<file path="src/rtl/exec_pkg.sv">
`default_nettype none
// ============================================================================
// Module  : exec_pkg
// Brief   : Shared opcodes, FSM encoding and default parameters for exec_unit_p.
// Rev     : 1.0
// ============================================================================
package exec_pkg;

    localparam int DW_DEF     = 8;
    localparam int NREG_DEF   = 8;
    localparam int IO_TMO_DEF = 15;
    localparam int TMO_W      = 8;

    localparam logic [1:0] ST_IDLE    = 2'd0;
    localparam logic [1:0] ST_EXEC    = 2'd1;
    localparam logic [1:0] ST_IO_WAIT = 2'd2;

    localparam logic [4:0] OP_JMP = 5'b00000;
    localparam logic [4:0] OP_JZ  = 5'b00010;
    localparam logic [4:0] OP_SUB = 5'b00100;
    localparam logic [4:0] OP_ADD = 5'b00110;
    localparam logic [4:0] OP_MVI = 5'b01000;
    localparam logic [4:0] OP_MOV = 5'b01010;
    localparam logic [4:0] OP_LDA = 5'b01100;
    localparam logic [4:0] OP_STA = 5'b01110;
    localparam logic [4:0] OP_OUT = 5'b10000;
    localparam logic [4:0] OP_IN  = 5'b10010;

    // Ops whose result is the {R[NREG-1], imm} address rather than using src.
    function automatic logic uses_page_addr(input logic [4:0] op);
        return (op == OP_LDA) || (op == OP_STA) || (op == OP_JZ) || (op == OP_JMP);
    endfunction

endpackage
`default_nettype wire

</file>
<file path="src/rtl/exec_regfile.sv">
`default_nettype none
// ============================================================================
// Module  : exec_regfile
// Brief   : NREG x DW register file, two async read ports, one prioritised
//           write port (load > write-back > execute), synchronous reset.
// Rev     : 1.0
// ============================================================================
module exec_regfile
    import exec_pkg::*;
#(
    parameter int DW   = DW_DEF,
    parameter int NREG = NREG_DEF
) (
    input  logic                    clk,
    input  logic                    rst,
    input  logic [$clog2(NREG)-1:0] i_waddr,
    input  logic                    i_ld_en,
    input  logic [DW-1:0]           i_ld_data,
    input  logic                    i_wb_en,
    input  logic [DW-1:0]           i_wb_data,
    input  logic                    i_ex_en,
    input  logic [DW-1:0]           i_ex_data,
    input  logic [$clog2(NREG)-1:0] i_raddr_a,
    input  logic [$clog2(NREG)-1:0] i_raddr_b,
    output logic [DW-1:0]           o_rdata_a,
    output logic [DW-1:0]           o_rdata_b
);

    logic [DW-1:0] r_regs [NREG];

    always_ff @(posedge clk) begin
        if (rst) begin
            for (int i = 0; i < NREG; i++) begin
                r_regs[i] <= '0;
            end
        end else if (i_ld_en) begin
            r_regs[i_waddr] <= i_ld_data;
        end else if (i_wb_en) begin
            r_regs[i_waddr] <= i_wb_data;
        end else if (i_ex_en) begin
            r_regs[i_waddr] <= i_ex_data;
        end
    end

    assign o_rdata_a = r_regs[i_raddr_a];
    assign o_rdata_b = r_regs[i_raddr_b];

endmodule
`default_nettype wire

</file>
<file path="src/rtl/exec_unit_p.sv">
`default_nettype none
// ============================================================================
// Module  : exec_unit_p
// Brief   : Small execution unit: ALU/move/branch ops plus a timed IO handshake.
// Rev     : 1.0
// ============================================================================
module exec_unit_p
    import exec_pkg::*;
#(
    parameter int DW     = DW_DEF,
    parameter int NREG   = NREG_DEF,
    parameter int IO_TMO = IO_TMO_DEF
) (
    input  logic          clk,
    input  logic          rst,
    input  logic          issue,
    input  logic [15:0]   ir,
    output logic          busy,
    output logic          done,
    output logic          jp,
    output logic [DW+7:0] aluout,
    output logic          zf,
    output logic          cf,
    output logic          io_err,
    input  logic          mem_rd_valid,
    input  logic [DW-1:0] mem_rd_data,
    output logic [DW-1:0] mem_wr_data,
    input  logic          wbr,
    output logic          nPREQ,
    output logic          nPRD,
    output logic          nPWR,
    output logic [1:0]    IOAD,
    output logic [DW-1:0] io_dout,
    input  logic [DW-1:0] io_din,
    input  logic          io_ack
);

    localparam int              RW         = $clog2(NREG);
    localparam logic [RW-1:0]   c_top_reg  = RW'(NREG - 1);
    localparam logic [TMO_W-1:0] c_tmo_last = TMO_W'(IO_TMO);

    logic [1:0]       r_state, w_state_nxt;
    logic [15:0]      r_ir;
    logic [TMO_W-1:0] r_tmo, w_tmo_nxt;
    logic [DW+7:0]    r_aluout, w_aluout_nxt;
    logic             r_jp, w_jp_nxt;
    logic             r_zf, w_zf_nxt;
    logic             r_cf, w_cf_nxt;
    logic             r_done, w_done_nxt;
    logic             r_io_err, w_io_err_nxt;
    logic             r_npreq, w_npreq_nxt;
    logic             r_nprd, w_nprd_nxt;
    logic             r_npwr, w_npwr_nxt;
    logic [1:0]       r_ioad, w_ioad_nxt;
    logic [DW-1:0]    r_io_dout, w_io_dout_nxt;

    logic [4:0]       w_op;
    logic [RW-1:0]    w_dst, w_src, w_rb_addr;
    logic [7:0]       w_imm;
    logic [DW-1:0]    w_ra, w_rb;
    logic [DW:0]      w_sum, w_diff;
    logic [DW+7:0]    w_target;
    logic             w_tmo_hit;
    logic             w_ex_en;
    logic [DW-1:0]    w_ex_data;
    logic             w_unused_ir;

    assign w_op        = r_ir[15:11];
    assign w_dst       = r_ir[8+RW-1:8];
    assign w_src       = r_ir[RW-1:0];
    assign w_imm       = r_ir[7:0];
    assign w_unused_ir = ^r_ir[10:8];

    // Port B serves src for ALU/MOV and the page register for address ops.
    assign w_rb_addr = uses_page_addr(w_op) ? c_top_reg : w_src;

    exec_regfile #(
        .DW   (DW),
        .NREG (NREG)
    ) u_regfile (
        .clk       (clk),
        .rst       (rst),
        .i_waddr   (w_dst),
        .i_ld_en   (mem_rd_valid),
        .i_ld_data (mem_rd_data),
        .i_wb_en   (wbr),
        .i_wb_data (r_aluout[DW-1:0]),
        .i_ex_en   (w_ex_en),
        .i_ex_data (w_ex_data),
        .i_raddr_a (w_dst),
        .i_raddr_b (w_rb_addr),
        .o_rdata_a (w_ra),
        .o_rdata_b (w_rb)
    );

    assign w_sum     = {1'b0, w_ra} + {1'b0, w_rb};
    assign w_diff    = {1'b0, w_ra} - {1'b0, w_rb};
    assign w_target  = {w_rb, w_imm};
    assign w_tmo_hit = (r_tmo == c_tmo_last);

    always_ff @(posedge clk) begin
        if (rst) begin
            r_state <= ST_IDLE;
        end else begin
            r_state <= w_state_nxt;
        end
    end

    always_comb begin
        w_state_nxt = r_state;
        case (r_state)
            ST_IDLE:    if (issue) w_state_nxt = ST_EXEC;
            ST_EXEC:    w_state_nxt = ((w_op == OP_IN) || (w_op == OP_OUT)) ? ST_IO_WAIT : ST_IDLE;
            ST_IO_WAIT: if (io_ack || w_tmo_hit) w_state_nxt = ST_IDLE;
            default:    w_state_nxt = ST_IDLE;
        endcase
    end

    always_comb begin
        w_aluout_nxt  = r_aluout;
        w_jp_nxt      = r_jp;
        w_zf_nxt      = r_zf;
        w_cf_nxt      = r_cf;
        w_done_nxt    = 1'b0;
        w_io_err_nxt  = r_io_err;
        w_npreq_nxt   = r_npreq;
        w_nprd_nxt    = r_nprd;
        w_npwr_nxt    = r_npwr;
        w_ioad_nxt    = r_ioad;
        w_io_dout_nxt = r_io_dout;
        w_tmo_nxt     = r_tmo;
        w_ex_en       = 1'b0;
        w_ex_data     = '0;
        case (r_state)
            ST_EXEC: begin
                w_jp_nxt     = 1'b0;
                w_io_err_nxt = 1'b0;
                w_done_nxt   = 1'b1;
                case (w_op)
                    OP_ADD: begin
                        w_aluout_nxt = {8'h00, w_sum[DW-1:0]};
                        w_cf_nxt     = w_sum[DW];
                        w_zf_nxt     = (w_sum[DW-1:0] == '0);
                    end
                    OP_SUB: begin
                        w_aluout_nxt = {8'h00, w_diff[DW-1:0]};
                        w_cf_nxt     = w_diff[DW];
                        w_zf_nxt     = (w_diff[DW-1:0] == '0);
                    end
                    OP_MOV: begin
                        w_ex_en   = 1'b1;
                        w_ex_data = w_rb;
                    end
                    OP_MVI: begin
                        w_ex_en   = 1'b1;
                        w_ex_data = DW'(w_imm);
                    end
                    OP_LDA, OP_STA: w_aluout_nxt = w_target;
                    OP_JZ: begin
                        w_aluout_nxt = w_target;
                        w_jp_nxt     = (w_ra == '0);
                    end
                    OP_JMP: begin
                        w_aluout_nxt = w_target;
                        w_jp_nxt     = 1'b1;
                    end
                    OP_IN, OP_OUT: begin
                        w_done_nxt    = 1'b0;
                        w_npreq_nxt   = 1'b0;
                        w_nprd_nxt    = (w_op != OP_IN);
                        w_npwr_nxt    = (w_op != OP_OUT);
                        w_ioad_nxt    = r_ir[1:0];
                        w_io_dout_nxt = w_ra;
                        w_tmo_nxt     = '0;
                    end
                    default: ;
                endcase
            end
            ST_IO_WAIT: begin
                if (io_ack || w_tmo_hit) begin
                    w_npreq_nxt  = 1'b1;
                    w_nprd_nxt   = 1'b1;
                    w_npwr_nxt   = 1'b1;
                    w_done_nxt   = 1'b1;
                    w_io_err_nxt = !io_ack;
                    w_tmo_nxt    = '0;
                    if (io_ack && (w_op == OP_IN)) begin
                        w_ex_en   = 1'b1;
                        w_ex_data = io_din;
                    end
                end else begin
                    w_tmo_nxt = r_tmo + 1'b1;
                end
            end
            default: ;
        endcase
    end

    always_ff @(posedge clk) begin
        if (rst) begin
            r_ir      <= '0;
            r_tmo     <= '0;
            r_aluout  <= '0;
            r_jp      <= 1'b0;
            r_zf      <= 1'b0;
            r_cf      <= 1'b0;
            r_done    <= 1'b0;
            r_io_err  <= 1'b0;
            r_npreq   <= 1'b1;
            r_nprd    <= 1'b1;
            r_npwr    <= 1'b1;
            r_ioad    <= '0;
            r_io_dout <= '0;
        end else begin
            if ((r_state == ST_IDLE) && issue) begin
                r_ir <= ir;
            end
            r_tmo     <= w_tmo_nxt;
            r_aluout  <= w_aluout_nxt;
            r_jp      <= w_jp_nxt;
            r_zf      <= w_zf_nxt;
            r_cf      <= w_cf_nxt;
            r_done    <= w_done_nxt;
            r_io_err  <= w_io_err_nxt;
            r_npreq   <= w_npreq_nxt;
            r_nprd    <= w_nprd_nxt;
            r_npwr    <= w_npwr_nxt;
            r_ioad    <= w_ioad_nxt;
            r_io_dout <= w_io_dout_nxt;
        end
    end

    assign busy        = (r_state != ST_IDLE);
    assign done        = r_done;
    assign jp          = r_jp;
    assign aluout      = r_aluout;
    assign zf          = r_zf;
    assign cf          = r_cf;
    assign io_err      = r_io_err;
    assign mem_wr_data = w_ra;
    assign nPREQ       = r_npreq;
    assign nPRD        = r_nprd;
    assign nPWR        = r_npwr;
    assign IOAD        = r_ioad;
    assign io_dout     = r_io_dout;

endmodule
`default_nettype wire

</file>
<file path="config.mk">
export PLATFORM = sky130hd
export DESIGN_NAME = exec_unit_p
export DESIGN_NICKNAME = d
export VERILOG_FILES = /design/src/rtl/exec_pkg.sv /design/src/rtl/exec_regfile.sv /design/src/rtl/exec_unit_p.sv
export SDC_FILE = /design/constraint.sdc
export NUM_CORES = 1
export LEC_CHECK = 0
export CAP_MARGIN = 20
export CORE_UTILIZATION = 55
export CTS_BUF_LIST = sky130_fd_sc_hd__clkbuf_16
export DETAILED_ROUTE_END_ITERATION = 16
export DONT_BUFFER_PORTS = 1
export PLACE_DENSITY = 0.71
export SYNTH_ARGS = -nofsm -noshare
export SYNTH_HDL_FRONTEND = slang
export SYNTH_SLANG_ARGS = --single-unit
</file>
<file path="constraint.sdc">
create_clock -name clk -period 3.8 [get_ports clk]
set_input_delay 0.95 -clock clk [delete_from_list [all_inputs] [get_ports clk]]
set_output_delay 0.95 -clock clk [all_outputs]
set_load 0.05 [all_outputs]
</file>
Word-level counts from Yosys, hierarchy flattened

Memory sizes are Yosys's and may differ from the RTL's. A register that Yosys moved wholly into a read port is not among the register bits.
Cells that the tools add are included.

Eq/ne operators: 17
Add/subtract/negate cells: 3
Bitwise logic cells: 2
Muxes and demuxes: 53
Reductions and logical operators: 28

Operator list:

| cell                  | number |
|---|---|
| $mux W8               | 7 |
| $pmux W16 S3          | 1 |
| $pmux W8 S2           | 3 |
| $mux W1               | 25 |
| $logic_not A8 Y1      | 3 |
| $eq A5 B4 Y1 const B  | 4 |
| $pmux W1 S2           | 9 |
| $mux W3               | 4 |
| $reduce_and A2 Y1     | 6 |
| $eq A5 B3 Y1 const B  | 2 |
| $eq A5 B5 Y1 const B  | 2 |
| $ne A5 B5 Y1 const B  | 2 |
| $add A8 B8 Y9         | 1 |
| $sub A8 B8 Y9         | 1 |
| $add A8 B1 Y8 const B | 1 |
| $eq A8 B4 Y1 const B  | 1 |
| $reduce_or A8 Y1      | 1 |
| $mux W2               | 3 |
| $pmux W2 S3           | 1 |
| $reduce_bool A2 Y1    | 3 |
| $eq A5 B2 Y1 const B  | 1 |
| $logic_not A5 Y1      | 1 |
| $logic_or A1 B1 Y1    | 5 |
| $ne A2 B2 Y1 const B  | 2 |
| other kinds (11)      | 14 |

Output and inout port bits: 43
Memories: 1
Logic and storage cells: 118
Bits in registers: 60
Memory bits (writable): 64

Memories:

| memory           | words | width | read ports | clocked after memory_dff | wr ports | line               | RTL |
|---|---|---|---|---|---|---|---|
| u_regfile.r_regs | 8     | 8     | 2          | 1                        | 8        | exec_regfile.sv:29 | `logic [DW-1:0] r_regs [NREG];` |

Logic depth before layout (Yosys ltp)

Gate-level depths: netlist (run 1).

Word-level depth: 13
Gate-level depth with buffers: 16
Depth with buffers taken out: 14

Hierarchy

Synthesis (run 1) repeated with hierarchy kept, for this count alone.

Cells, all modules: 696
Area total of the unflattened synthesis: 7240.7 sq um

Modules (own cells, without submodules):

| module       | seq. area each (sq um) | cells each | area an instance (sq um) | instances |
|---|---|---|---|---|
| exec_regfile | 1921.8                 | 249        | 3744.8                   | 1 |
| exec_unit_p  | 1201.2                 | 447        | 3495.9                   | 1 |

Worst setup path before layout (run 1)

No wires, ideal clock.

Path type: register to register
Start: register (tool-made name)
End: register r_aluout[7] (netlist: aluout[7])
Stages on the path, launching flop included: 13
Clock period less this slack: 3.805 ns
Data arrival time: 3.671 ns
Path slack: -0.005 ns
Setup time: 0.134 ns
Cells stage by stage: dfxtp_1 -> buf_2 -> buf_2 -> mux4_2 -> mux2i_1 -> inv_1 -> ha_1 -> nand2b_1 -> a211oi_1 -> o21ai_0 -> a221o_1 -> a22oi_1 -> a211oi_1

RTL lines:

| item                 | line               | RTL |
|---|---|---|
| end signal, assigned | exec_unit_p.sv:219 | `r_aluout <= w_aluout_nxt;` |
| end, declared        | exec_unit_p.sv:45  | `logic [DW+7:0] r_aluout, w_aluout_nxt;` |

==> impl_metrics.csv, run 1 <==
group,metric,value,unit
drt,firstDrtPassIters,5,
drt,wirelength,24300,µm
power_and_ir_drop,switching_power,1.502,mW
hold_path,min_from,"r_ir[10]",
setup_path,critPathKind,"flop to output port",
sta,fmax,0.2703,GHz
layout,multi_input_area,0.004363,mm²
setup_path,rr_worst_depth,9,
synthesis,yosysMostFrequentCell,"nor2_1",
place,io_buffers,0,
place,hpwl,18310,µm
hold_path,hold_end,"r_ir[10]",
cts,cts_buffers,17,
grt,grt_max_degree,69,
layout,ff_latch_area,0.003184,mm²
layout,nFillCells,1130,
setup_path,cp.required,2.85,ns
power_and_ir_drop,peakVddDrop,406.0,µV
drt,vias,6790,
power_and_ir_drop,cell_internal_pwr,2.933,mW
grt,grt_pass1_vias,6350,
power_and_ir_drop,p_leak,3.133,nW
hold_path,worstHoldPathType,"flop to flop",
setup_path,setup.worst_path.start_class,"flop",
synthesis,synth_top_area_frac,0.2463,
power_and_ir_drop,p_seq_frac,0.370,
synthesis,synth-edff-count,64,
synthesis,ys.flop_type,"edfxtp_1",
synthesis,yosys_warnings,0,
power_and_ir_drop,power.density,508.5,mW/mm²
sta,final.period_utilization,0.9735,
setup_path,cpLargestDelayFamily,"multiplexers",
floorplan,die_h,121.1,µm
hold_path,min_path_cells,2,
sta,slew_headroom,0.3414,
drt,initialDrtViolationCount,878,
floorplan,die_x,121.1,µm
synthesis,ys_seq_area_frac,0.4080,
setup_path,critPathCaptureType,"output port",
layout,syn_to_final_growth,11.79,%
setup_path,r2r_slack,0.20,ns
power_and_ir_drop,switching_share,0.3387,
drt,drc,0,
synthesis,ys_ff_latch,127,
layout,final_cells,1001,
layout,nets,871,
run,maxCapViolCount,0,
setup_path,cpMaxStageDelayCell,"dfxtp_1",
sta,fin_crit,3.699,ns
cts,clk_pin_slew,0.06,ns
synthesis,yosys.area.top_type,"edfxtp_1",
setup_path,arrival,2.75,ns
synthesis,async_reset_ff_frac,0,
floorplan,ios,81,
setup_path,slowest_delay,0.68,ns
setup_path,cp_cell_sequence,"buf_4 > mux4_2 > mux2i_1 > inv_1",
cts,clockBufferDepth,2,
cts,insertion_delay,0.43,ns
synthesis,yosys-top-cells-count,"104 x nor2_1, 76 x nand2_1, 64 x edfxtp_1",
power_and_ir_drop,clkPwrFrac,0.358,
floorplan,core.rowCount,43,
sta,finalSetupViolations,0,
floorplan,initial_core_util,0.5621,
grt,grt-ovfl-total,0,
drt,vias_per_cell,6.783,
drt,final_antenna_net_count,0,
synthesis,ys_top_cells_by_area,"edfxtp_1 25%, dfxtp_1 16%, mux4_2 5.2%",
drt,wl_per_cell,24.28,µm
synthesis,syn_avg_cell_area,9.705,µm²
sta,tns,0,ns
floorplan,dieArea,0.01467,mm²
sta,rsz0062_at_grt,"no",
cts,cts.htree.levels,4,
place,place_inst,970,
outcome,status,"completed",
floorplan,core_area,0.01388,mm²
synthesis,synthCells,804,
grt,antenna_found_initial,0,
grt,grt_pass1_wl,36510,µm
sta,worst_pin_slew,0.9843,ns
setup_path,worstPathMaxFanout,11,
power_and_ir_drop,comb_power_share,0.273,
sta,slew_viol_final,0,
synthesis,yosysUniqueCellTypes,86,
layout,drive_gt1_frac,0.1754,
sta,finalClockSkew,0.01104,ns
setup_path,cp.buffers_inverters,2,
synthesis,syn_area,0.007802,mm²
cts,tritoncts,"built",
place,place_congestion,0.9686,
setup_path,reg2reg_to,"aluout[7]",
grt,grtUsageTotal,0.3381,
cts,clk_root_buffer_cell,"clkbuf_16",
synthesis,synth_nets,866,
layout,antenna_cells,0,
sta,hold_viol,0,
cts,clkSinkCount,127,
==> cells by family (layout without fill, tap and decap cells) <==
family                   after synthesis  count (layout)  synth area share
AND/OR/NAND/NOR                      323             323            0.2232
adder cells (fa/ha/maj)               24              24           0.04041
multiplexers                          59              59            0.1060
AO/OA/AOI/OAI                        181             181            0.1674
flip-flops                           127             127            0.4080
XOR/XNOR                              14              14           0.01572
buffers and inverters                 76              93           0.03929
==> worst max path at each step <==
stage              from  slack (ns)  depth (start not counted)              to
2_1_floorplan      flop        0.11                         12       aluout[7]
3_3_place_gp   r_ir[11]        0.23                         13       aluout[7]
3_5_place_dp   r_ir[13]        0.08                         14       aluout[6]
4_1_cts        r_ir[13]        0.10                         14       aluout[6]
5_1_grt        r_ir[11]        0.02                         13       aluout[7]
6_report           flop        0.10                          4  mem_wr_data[7]
==> per-layer routing <==
metal,part of all wire,wire [µm],GRT usage
met1,0.41,9874,0.4356
met2,0.47,11390,0.5418
met3,0.091,2223,0.08882
met4,0.033,809,0.1312
met5,0,0,0
==> layout by cell type, fill, tap and decap left out, types with 11 or more instances in the layout <==
cell,n
mux2i_1,32
o21ai_0,17
inv_1,26
a21oi_1,51
nand2_1,76
nor2_1,103
clkbuf_16,17
nor3_1,17
dfxtp_1,62
and4bb_2,11
a22oi_1,13
nor4bb_1,13
o211ai_1,12
mux4_2,18
edfxtp_1,64
buf_4,35
nor3b_1,14
nand2b_1,19
ha_1,22
a211oi_1,14
==> worst min-delay path, cell delays in order (launching register included) <==
cell     delay [ns]
dfxtp_1        0.35
nand2_1        0.07
a21oi_1        0.07
==> power groups by stage <==
| stage | Clock, mW | Sequential, mW | Combinational, mW |
|---|---|---|---|
| global placement | 0 | 1.66 | 1.15 |
| global route | 1.64 | 1.64 | 1.29 |
| floorplan | 0 | 1.62 | 0.876 |
| finish | 1.59 | 1.64 | 1.21 |
| CTS | 1.59 | 1.63 | 1.16 |
| detailed placement | 0 | 1.66 | 1.15 |
==> flip-flops by register name, summed over array words and instances, names as in the netlist, named ones only <==
name / cells
u_regfile.r_regs: 64
aluout: 16
r_ir: 16
io_dout: 8
r_tmo: 8
IOAD: 2
r_state: 2
cf: 1
done: 1
io_err: 1
jp: 1
nPRD: 1
nPREQ: 1
nPWR: 1
zf: 1
==> layout make-up <==
cell class | count | area share
sequential | 127 | 0.3651
clock inverter | 14 | 0.01650
tap | 180 | 0.02582
multi-input combinational | 601 | 0.5002
clock buffer | 17 | 0.04877
inverter | 26 | 0.01119
timing repair buffer | 36 | 0.03242
==> through the flow <==
step	setup WS, ns	util	hold slack (ns)	instance area (µm²)	total power [mW]
global placement	0.2307	0.5840	0.5026	8107	2.808
CTS	0.1042	0.6250	0.5319	8676	4.387
detailed placement	0.08228	0.5840	0.5195	8107	2.818
global route	0.01530	0.6284	0.5464	8722	4.582
finish	0.1006	0.6284	0.5314	8722	4.435
floorplan	0.1130	-	0.4498	7802	2.496
==> what timing repair did <==
action	4_1_cts	5_1_grt
resized for setup	0	13
buffers inserted	0	0
hold buffers	0	0
endpoints found under the setup margin	0	4
Power figures use the tool's default switching activity.
==> run 2, diff against run 1 <==
==> constraint.sdc (replaced) <==
create_clock -name clk -period 3.8 [get_ports clk]
set_input_delay 0.95 -clock clk [delete_from_list [all_inputs] [get_ports clk]]
set_output_delay 0.95 -clock clk [all_outputs]
set_load 0.005 [all_outputs]
==> run 2 against run 1 <==
Compared with the run above:
- cell count down 0.40%
- clock power up 3%
- non-clock buffer count down 6
- final area down 0.49%
- clock skew about the same
- worst hold slack worse by 0.037 ns
- die area unchanged
- highest routed layer unchanged
- setup slack worse by 0.028 ns
- critical endpoint is now cf
- largest cell class unchanged
==> impl_metrics.csv, run 2 (same netlist as run 1, synthesis figures left out) <==
group,metric,value,unit
sta,final.setup.worst_slack,0.07249,ns
sta,fmax,0.2683,GHz
floorplan,die_x,121.1,µm
setup_path,setup.worst_path.start_class,"flop",
grt,antenna_found_initial,1,
layout,nets,865,
drt,vias_per_cell,6.684,
place,pre_cts_ws,0.01412,ns
floorplan,core.rowCount,43,
layout,fin_area,0.008680,mm²
outcome,status,"completed",
cts,cts_buffers,17,
power_and_ir_drop,comb_power_share,0.263,
grt,grt_max_degree,69,
cts,clk_root_buffer_cell,"clkbuf_16",
grt,grt_pass1_wl,35770,µm
cts,tritoncts,"built",
drt,vias,6664,
run,maxCapViolCount,0,
setup_path,cp.required,4.09,ns
power_and_ir_drop,p_leak,3.113,nW
place,place_area,0.008041,mm²
power_and_ir_drop,p_seq_frac,0.363,
sta,finalSetupViolations,0,
place,hpwl,17930,µm
setup_path,critPathKind,"flop to flop",
sta,slew_viol_final,0,
floorplan,dieArea,0.01467,mm²
grt,grt-ovfl-total,0,
setup_path,critPathCaptureType,"flop",
cts,insertion_delay,0.43,ns
sta,worst_pin_slew,0.8825,ns
place,place_congestion,0.9785,
layout,final_cell_mix,"104 x nor2_1, 76 x nand2_1, 64 x edfxtp_1",
floorplan,core_area,0.01388,mm²
sta,tns,0,ns
sta,fin_crit,3.728,ns
layout,fin_util,0.6253,
setup_path,cpMaxStageDelayCell,"fa_1",
power_and_ir_drop,power.density,504.6,mW/mm²
layout,syn_to_final_growth,11.24,%
floorplan,die_h,121.1,µm
layout,drive_gt1_frac,0.1654,
setup_path,slowest_delay,0.46,ns
drt,firstDrtPassIters,6,
floorplan,ios,81,
grt,grt_pass1_vias,6161,
drt,initialDrtViolationCount,970,
layout,largest_reg_flops,64,
place,io_buffers,0,
drt,final_antenna_net_count,0,
cts,clkSinkCount,127,
power_and_ir_drop,cell_internal_pwr,2.990,mW
layout,mostFrequentLayoutCell,"nor2_1",
power_and_ir_drop,switching_share,0.3174,
sta,final.period_utilization,0.9809,
cts,clockBufferDepth,2,
floorplan,initial_core_util,0.5621,
hold_path,worstHoldPathType,"flop to flop",
sta,hold_viol,0,
grt,grtUsageTotal,0.3301,
sta,finalClockSkew,0.01082,ns
drt,wl_per_cell,23.60,µm
power_and_ir_drop,clkPwrFrac,0.375,
setup_path,cp_cell_sequence,"xnor2_2 > a21oi_2 > mux2_2 > o211ai_1 > o31ai_2 > ha_1 > fa_1 > nand2b_1 > a211o_1 > a21oi_1 > o21bai_1 > a221oi_1 > a211oi_1",
layout,max_flop_register,"u_regfile.r_regs",
setup_path,worstPathMaxFanout,7,
power_and_ir_drop,switching_power,1.390,mW
setup_path,arrival,4.02,ns
drt,drc,0,
drt,wirelength,23530,µm
cts,ctsHoldBuffers,0,
cts,cts.htree.levels,4,
power_and_ir_drop,peakVddDrop,490.7,µV
sta,slew_headroom,0.4105,
cts,clk_pin_slew,0.06,ns
==> run 2: final timing paths <==
kind / startpoint / end / slack [ns] / depth (start not counted)
setup / recovery: r_ir[13] / cf / 0.07 / 13
hold reg to reg: io_dout[6] / io_dout[6] / 0.49 / 2
setup reg to reg: r_ir[13] / cf / 0.07 / 13
hold / removal: io_dout[6] / io_dout[6] / 0.49 / 2
==> run 2: power by group through the flow <==
stage / registers [mW] / logic, mW / clock network (mW)
5_1_grt: 1.59 / 1.24 / 1.70
3_3_place_gp: 1.61 / 1.08 / 0
4_1_cts: 1.58 / 1.10 / 1.64
2_1_floorplan: 1.56 / 0.825 / 0
6_report: 1.59 / 1.15 / 1.64
3_5_place_dp: 1.61 / 1.09 / 0
==> run 2: layer usage <==
layer | global-route usage | vias to the layer above | part of all wire
li1 | - | 2999 | -
met1 | 0.4354 | 3249 | 0.41
met2 | 0.5321 | 358 | 0.47
met3 | 0.06391 | 58 | 0.087
met4 | 0.1327 | 0 | 0.032
met5 | 0 | - | 0
==> run 2: final cells by class <==
cell class              instances  area, µm²
repair buffers                 30      225.2
clock inverters                15      166.4
well taps                     180      225.2
flip-flops and latches        127       3187
multi-input cells             601       4350
inverters                      26      97.59
fillers                      1115       5201
clock buffers                  17      425.4
diodes                          1      2.502
==> run 2: worst max-delay path: cells and delay by family, from the launching register on <==
kind                     cells  cell delay (ns)
XOR/XNOR                     1             0.20
flip-flops                   1             0.36
multiplexers                 1             0.36
AO/OA/AOI/OAI                8             1.69
adder cells (fa/ha/maj)      2             0.73
AND/OR/NAND/NOR              1             0.25
==> run 2: timing repair <==
item,in CTS,in global routing
setup endpoints to repair,3,5
pin swaps,0,1
resized for setup,1,9
setup buffers,0,1
==> run 2: stage by stage <==
step                      hold WS (ns)  total power, mW  std cells
final                           0.4945            4.380        997
after global routing            0.5246            4.535        997
after global placement          0.4749            2.690        963
after CTS                       0.4951            4.326        995
after detailed placement        0.4875            2.700        963
after floorplan                 0.4498            2.390        804
==> run 3, diff against run 2 <==
--- a/config.mk
+++ b/config.mk
@@ -10,7 +10,9 @@
 export CTS_BUF_LIST = sky130_fd_sc_hd__clkbuf_16
 export DETAILED_ROUTE_END_ITERATION = 16
 export DONT_BUFFER_PORTS = 1
-export PLACE_DENSITY = 0.71
+export PLACE_DENSITY = 0.7
+export RECOVER_POWER = 25
+export SKIP_LAST_GASP = 1
 export SYNTH_ARGS = -nofsm -noshare
 export SYNTH_HDL_FRONTEND = slang
 export SYNTH_SLANG_ARGS = --single-unit
==> run 3 against run 2 <==
Compared with the run above:
- final area is 0.10% higher
- maximum frequency is 3.6% higher
- via count is 0.29% lower
- setup slack better by 0.13 ns
- largest cell class unchanged
- highest routed layer is now met5
==> impl_metrics.csv, run 3 (same netlist as run 1, synthesis figures left out) <==
group,metric,value,unit
setup_path,arrival,3.86,ns
power_and_ir_drop,switching_share,0.3277,
setup_path,setup.worst_path.start_class,"flop",
sta,finalSetupViolations,0,
setup_path,worstReg2RegStart,"r_ir[11]",
grt,grt_max_degree,69,
hold_path,min_from,"io_dout[5]",
cts,ctsHoldBuffers,0,
cts,clk_root_buffer_cell,"clkbuf_16",
drt,firstDrtPassIters,8,
layout,nFillCells,1113,
cts,cts_buffers,17,
sta,worst_pin_slew,0.8565,ns
drt,initialDrtViolationCount,772,
sta,fmax,0.2780,GHz
drt,wirelength,23810,µm
sta,slew_viol_final,0,
hold_path,hold_end,"io_dout[5]",
run,maxCapViolCount,0,
layout,drive_gt1_frac,0.1707,
layout,largest_reg_flops,64,
hold_path,worstHoldPathType,"flop to flop",
place,pre_cts_ws,0.2081,ns
cts,clockBufferDepth,2,
layout,mostFrequentLayoutCell,"nor2_1",
floorplan,ios,81,
sta,final.period_utilization,0.9465,
power_and_ir_drop,switching_power,1.385,mW
floorplan,core_area,0.01388,mm²
setup_path,rr_worst_depth,13,
sta,final.setup.worst_slack,0.2033,ns
layout,max_flop_register,"u_regfile.r_regs",
floorplan,die_x,121.1,µm
cts,clk_pin_slew,0.06,ns
setup_path,cp.required,4.07,ns
grt,grt_pass1_vias,6356,
sta,slew_headroom,0.4278,
setup_path,r2r_slack,0.20,ns
drt,final_antenna_net_count,0,
setup_path,cpMaxStageDelayCell,"a21oi_1",
power_and_ir_drop,power,4.227,mW
floorplan,die_h,121.1,µm
layout,syn_to_final_growth,11.35,%
setup_path,cp_cell_sequence,"nor2_1 > a21oi_1 > buf_4 > nand2_1 > a32oi_1 > inv_1 > ha_1 > nor3b_1 > nor3_1 > o22a_1 > a221o_1 > a22oi_1 > a211oi_1",
grt,grtUsageTotal,0.3366,
setup_path,cpLargestDelayFamily,"compound AO/OA/AOI/OAI gates",
layout,final_cell_mix,"104 x nor2_1, 76 x nand2_1, 64 x edfxtp_1",
grt,grt_pass1_wl,36440,µm
cts,cts.htree.levels,4,
layout,fin_util,0.6259,
setup_path,slowest_delay,0.53,ns
sta,finalClockSkew,0.01585,ns
power_and_ir_drop,p_leak,3.140,nW
place,io_buffers,0,
floorplan,dieArea,0.01467,mm²
sta,fin_crit,3.597,ns
place,place_congestion,0.9754,
sta,hold_ws,0.4979,ns
setup_path,critPathCaptureType,"flop",
layout,fin_area,0.008688,mm²
power_and_ir_drop,peakVddDrop,336.5,µV
power_and_ir_drop,comb_power_share,0.272,
drt,drc,0,
setup_path,reg2reg_to,"aluout[7]",
layout,antenna_cells,0,
drt,vias,6645,
cts,insertion_delay,0.43,ns
hold_path,min_path_cells,2,
power_and_ir_drop,p_seq_frac,0.375,
drt,vias_per_cell,6.605,
floorplan,initial_core_util,0.5621,
sta,rsz0062_at_grt,"yes",
power_and_ir_drop,power.density,486.5,mW/mm²
outcome,status,"completed",
cts,clkSinkCount,127,
place,hpwl,18110,µm
grt,grt-ovfl-total,0,
grt,antenna_found_initial,1,
sta,hold_viol,0,
power_and_ir_drop,clkPwrFrac,0.354,
setup_path,worstPathMaxFanout,8,
cts,tritoncts,"built",
floorplan,core.rowCount,43,
place,place_area,0.008109,mm²
setup_path,cp.buffers_inverters,2,
drt,wl_per_cell,23.67,µm
power_and_ir_drop,cell_internal_pwr,2.842,mW
layout,nets,875,
setup_path,critPathKind,"flop to flop",
## run 3: changes by cell type in the layout (fill, tap and decap cells not counted), moves of 2 or more
cell and delta:
buf_4 +10, bufinv_16 -3, clkinv_1 -3, clkinv_4 -2, clkinvlp_4 +2, dfxtp_1 +3, dfxtp_2 -3, inv_1 +2
## run 3: power groups by stage
| stage | Sequential [mW] | Combinational, mW | Clock [mW] |
|---|---|---|---|
| 2_1_floorplan | 1.56 | 0.825 | 0 |
| 3_3_place_gp | 1.61 | 1.09 | 0 |
| 3_5_place_dp | 1.61 | 1.10 | 0 |
| 4_1_cts | 1.58 | 1.10 | 1.50 |
| 5_1_grt | 1.59 | 1.24 | 1.57 |
| 6_report | 1.58 | 1.15 | 1.50 |
## run 3: worst max-delay path by stage
stage,to,from,slack [ns],cells past startpoint
3_3_place_gp,cf,r_ir[13],0.34,15
3_5_place_dp,cf,r_ir[13],0.21,15
5_1_grt,aluout[6],r_ir[15],-0.08,14
2_1_floorplan,aluout[7],flop,0.26,12
4_1_cts,aluout[6],r_ir[13],0.17,15
6_report,aluout[7],r_ir[11],0.20,13
## run 3: layer usage
layer | vias up | GRT usage | wire length [µm]
met5 | - | 0 | 18
met4 | 2 | 0.1458 | 756
met3 | 65 | 0.06250 | 1877
met2 | 341 | 0.5536 | 11360
met1 | 3230 | 0.4325 | 9803
li1 | 3007 | - | -
## run 3: worst reg2reg max path, cell delays in order, from the launching register on
cell and delay, ns:
dfxtp_1 0.41, nor2_1 0.12, a21oi_1 0.53, buf_4 0.26, nand2_1 0.06, a32oi_1 0.32, inv_1 0.09, ha_1 0.48
nor3b_1 0.26, nor3_1 0.08, o22a_1 0.26, a221o_1 0.31, a22oi_1 0.18, a211oi_1 0.10
## run 3: final cells by class
class	count	area (µm²)	area share
clock inverter	14	90.09	0.01037
timing repair buffer	40	300.3	0.03456
sequential	127	3183	0.3664
tap	180	225.2	0.02592
multi-input combinational	601	4342	0.4997
clock buffer	18	450.4	0.05184
inverter	26	97.59	0.01123
## run 3: through the flow
stage / std cells / TNS, ns
after floorplan: 804 / 0
after global placement: 972 / 0
after detailed placement: 972 / 0
after CTS: 1004 / 0
after global routing: 1006 / -0.08121
final: 1006 / 0
## run 3: repair_timing
item,in CTS,in global routing
setup endpoints to repair,0,6
buffers inserted,0,2
gates resized for setup,0,5
